--- src/rtl/mul_pkg.sv ---
// Shared types and helpers for the radix-4 Booth sequential multiplier.
// Holds the FSM state, Booth digit encoding and iteration-count function.
package mul_pkg;

    typedef enum logic [1:0] {
        IDLE = 2'd0,
        CALC = 2'd1,
        DONE = 2'd2
    } state_t;

    typedef enum logic [2:0] {
        BD_ZERO = 3'd0,
        BD_P1   = 3'd1,
        BD_P2   = 3'd2,
        BD_M1   = 3'd3,
        BD_M2   = 3'd4
    } booth_t;

    function automatic int n_iter(input int dw);
        return dw / 2 + 1;
    endfunction

endpackage

--- src/rtl/booth_r4_enc.sv ---
// Radix-4 Booth partial-product generator, purely combinational.
// Maps a 3-bit multiplier window onto 0, +-X or +-2X in OWIDTH+2 bits.
module booth_r4_enc
    import mul_pkg::*;
#(
    parameter int DWIDTH = 4
) (
    input  logic [2:0]          code,
    input  logic [DWIDTH+1:0]   x_ext,
    output logic [2*DWIDTH+1:0] pp
);

    localparam int EW = DWIDTH + 2;
    localparam int PW = 2 * DWIDTH + 2;

    booth_t      digit;
    logic [PW-1:0] x1;
    logic [PW-1:0] x2;

    assign x1 = {{(PW - EW){x_ext[EW-1]}}, x_ext};
    assign x2 = x1 << 1;

    always_comb begin
        digit = BD_ZERO;
        unique case (code)
            3'b001, 3'b010: digit = BD_P1;
            3'b011:         digit = BD_P2;
            3'b100:         digit = BD_M2;
            3'b101, 3'b110: digit = BD_M1;
            default:        digit = BD_ZERO;
        endcase
    end

    always_comb begin
        pp = '0;
        unique case (digit)
            BD_P1:   pp = x1;
            BD_P2:   pp = x2;
            BD_M1:   pp = -x1;
            BD_M2:   pp = -x2;
            default: pp = '0;
        endcase
    end

endmodule

--- src/rtl/r4_booth_seq_mul.sv ---
// Sequential radix-4 Booth multiplier: one Booth digit per CALC cycle.
// Signed operand support is compiled in with `define R4_MUL_SIGNED_EN.
module r4_booth_seq_mul
    import mul_pkg::*;
#(
    parameter int DWIDTH = 4,
    parameter int OWIDTH = 2 * DWIDTH
) (
    input  logic              clk,
    input  logic              rstn,
    input  logic [DWIDTH-1:0] Xin,
    input  logic [DWIDTH-1:0] Yin,
    input  logic              i_signed,
    input  logic              i_valid,
    output logic              i_ready,
    output logic [OWIDTH-1:0] Zout,
    output logic              o_valid
);

    localparam int N  = n_iter(DWIDTH);
    localparam int EW = DWIDTH + 2;
    localparam int PW = OWIDTH + 2;
    localparam int CW = $clog2(N + 1);

`ifdef R4_MUL_SIGNED_EN
    localparam bit SIGNED_EN = 1'b1;
`else
    localparam bit SIGNED_EN = 1'b0;
`endif

    state_t        state;
    logic [CW-1:0] cnt;
    logic [PW-1:0] acc;
    logic [PW-1:0] acc_nxt;
    logic [PW-1:0] pp;
    logic [EW-1:0] x_ext;
    logic [EW:0]   y_sh;
    logic          sgn;
    logic          accept;

    assign sgn    = i_signed & SIGNED_EN;
    assign accept = i_valid & i_ready;

    booth_r4_enc #(
        .DWIDTH(DWIDTH)
    ) u_enc (
        .code (y_sh[2:0]),
        .x_ext(x_ext),
        .pp   (pp)
    );

    // Digit i carries weight 4^i, so shift by twice the step index.
    assign acc_nxt = acc + (pp << {cnt, 1'b0});

    always_ff @(posedge clk or negedge rstn) begin
        if (!rstn) begin
            state   <= IDLE;
            cnt     <= '0;
            acc     <= '0;
            x_ext   <= '0;
            y_sh    <= '0;
            Zout    <= '0;
            o_valid <= 1'b0;
            i_ready <= 1'b1;
        end else begin
            o_valid <= 1'b0;
            unique case (state)
                IDLE, DONE: begin
                    if (accept) begin
                        x_ext   <= {{2{sgn & Xin[DWIDTH-1]}}, Xin};
                        y_sh    <= {{2{sgn & Yin[DWIDTH-1]}}, Yin, 1'b0};
                        acc     <= '0;
                        cnt     <= '0;
                        i_ready <= 1'b0;
                        state   <= CALC;
                    end else begin
                        state   <= IDLE;
                    end
                end
                CALC: begin
                    acc  <= acc_nxt;
                    y_sh <= y_sh >> 2;
                    cnt  <= cnt + 1'b1;
                    if (cnt == CW'(N - 1)) begin
                        Zout    <= acc_nxt[OWIDTH-1:0];
                        o_valid <= 1'b1;
                        i_ready <= 1'b1;
                        state   <= DONE;
                    end
                end
                default: state <= IDLE;
            endcase
        end
    end

endmodule

--- config.mk ---
export PLATFORM = sky130hd
export DESIGN_NAME = r4_booth_seq_mul
export DESIGN_NICKNAME = d
export VERILOG_FILES = /design/src/rtl/mul_pkg.sv /design/src/rtl/booth_r4_enc.sv /design/src/rtl/r4_booth_seq_mul.sv
export SDC_FILE = /design/constraint.sdc
export NUM_CORES = 1
export LEC_CHECK = 0
export CORE_ASPECT_RATIO = 1.4
export CORE_MARGIN = 4
export CORE_UTILIZATION = 30
export DETAILED_ROUTE_END_ITERATION = 8
export PLACE_DENSITY = 0.54
export SLEW_MARGIN = 15
export SYNTH_ARGS = -nofsm -noshare
export SYNTH_HDL_FRONTEND = slang
export SYNTH_HIERARCHICAL = 1
export SYNTH_SLANG_ARGS = --single-unit
--- constraint.sdc ---
create_clock -name clk -period 7.7 [get_ports clk]
set_clock_uncertainty 0.05 [all_clocks]
set_input_delay 1.54 -clock clk [delete_from_list [all_inputs] [get_ports clk]]
set_output_delay 1.54 -clock clk [all_outputs]
set_load 0.1 [all_outputs]
==> metrics <==
PostCTS Resize Cnt 0; I/O Pins 22; CTS sink count 31; Top delay family on crit path buffers and inverters; Worst Max-Slew Pin Slew 1000 ps; Worst Path Required around 6100 ps; CTS max path bufs 2; gpl congestion 0.785; setup TNS 0 ps; Tmin final roughly 3500 ps; Max stage delay on crit path around 1100 ps; Final setup violation count 0; largest net degree at the start of global routing 32; Cell Area, Synth 2110 µm²; critical path startpoint category flop; Slowest-stage cell, CP clkdlybuf4s50_1; clk slew on worst S/H paths 60 ps; Antenna Nets Post-Route 0; IO buf count 20; Final WS setup 4170 ps; chip height 107 µm; htree depth 2; hold buffers post-CTS 0; clock root cell clkbuf_8; drt pass-1 iters 4; Util after Layout 0.371; unrepaired setup endpoints after global routing false; initial antenna violation count 0; CP arrival between 1500 and 2000 ps; Area Growth Syn to Fin 17.7%; Slew HR 0.330; crit end category output port; core box area 6700 µm²; Detailed Place HPWL 3200 µm; number of DRC markers in iteration 0 88; Detailed Route WL 4360 µm; CP cell instances clkdlybuf4s50_1; CTS Buf Count 5; R2R setup slack 4350 ps; initial core utilization 0.316; Hold Fails Final Rpt 0; status finished, final reports clean; NumNets Final between 200 and 300; Post-Syn Area per Cell between 9 and 10 µm²; Ys Warns 6; period utilization 0.459; Clk Latency, worst-skew pair between 200 and 300 ps; DIE AREA 8470 µm²; die width 79.0 µm; # Post-CTS Setup Buffers 0; Hold Path Class reg -> reg; path type of the worst setup path reg -> out; number of global-route vias before repair approximately 1600; Buffers & Inverters on Critical Path 1; Fmax 283 MHz; vias per cell 4.75; TritonCTS clock tree built; max-slew violations 0; DR WL/cell ~13 µm; first-pass GRT wire length 7690 µm; total grt overflow 0; share of post-route cells with drive strength above 1 0.0909; Vias 1639; number of remaining DRC errors 0; Inserted Diodes 0; hold slack 420 ps; Site Rows 35; synthesized instance count around 230; Overall Global Routing Usage 0.114; max cap viols 0; pre-CTS WS 4270 ps; crit path max fanout 3
[final cells by class]
type	instances	area [µm²]
Fill cell	683	4210
Multi-Input combinational cell	183	1240
Sequential cell	31	777
Timing Repair Buffer	21	208
Tap cell	92	115
Clock buffer	7	76.3
Inverter	10	37.5
Clock inverter	1	30.0
[path summary, 6_finish.rpt]
kind	endpoint	cells after the start	from
max in group asynchronous	i_ready	2	rstn
min in group asynchronous	y_sh[3]	2	rstn
hold reg to reg	i_ready	2	i_ready
setup / recovery	i_ready	1	i_ready
hold / removal	i_ready	2	i_ready
setup reg to reg	Zout[7]	13	x_ext[0]
[state kept, by name, indices dropped and copies added (netlist names)]
register and flops:
y_sh 5, i_ready 1, acc 8, state 2
Zout 8, x_ext 4, cnt 2, o_valid 1
[layout by cell type, fill, tap and decap left out, drive strengths merged, types with 5 or more instances in the layout]
| cell type | count |
|---|---|
| ha | 9 |
| o21ai | 24 |
| clkdlybuf4s50 | 20 |
| nor2 | 14 |
| nor2b | 9 |
| dfrtp | 30 |
| nand3 | 15 |
| conb | 7 |
| nand2 | 28 |
| mux2i | 9 |
| a21oi | 9 |
| a211oi | 5 |
| xor2 | 5 |
| nor3b | 5 |
| mux2 | 6 |
| clkbuf | 7 |
| inv | 10 |
[metal layers]
metal	wire (µm)	GRT usage
met1	1960	0.137
met2	2260	0.201
met3	38	0.0151
met4	93	0.0516
met5	0	0
[metrics by stage]
stage          cell area (µm²)  instances
5_1_grt                   2490        345
4_1_cts                   2490        345
3_3_place_gp              2380        337
2_1_floorplan             2140        239
3_5_place_dp              2380        337
6_report                  2490        345
Power is left out: the tool's default activity adds up to more than one toggle a clock period on the data nets, which glitch-free logic cannot reach.
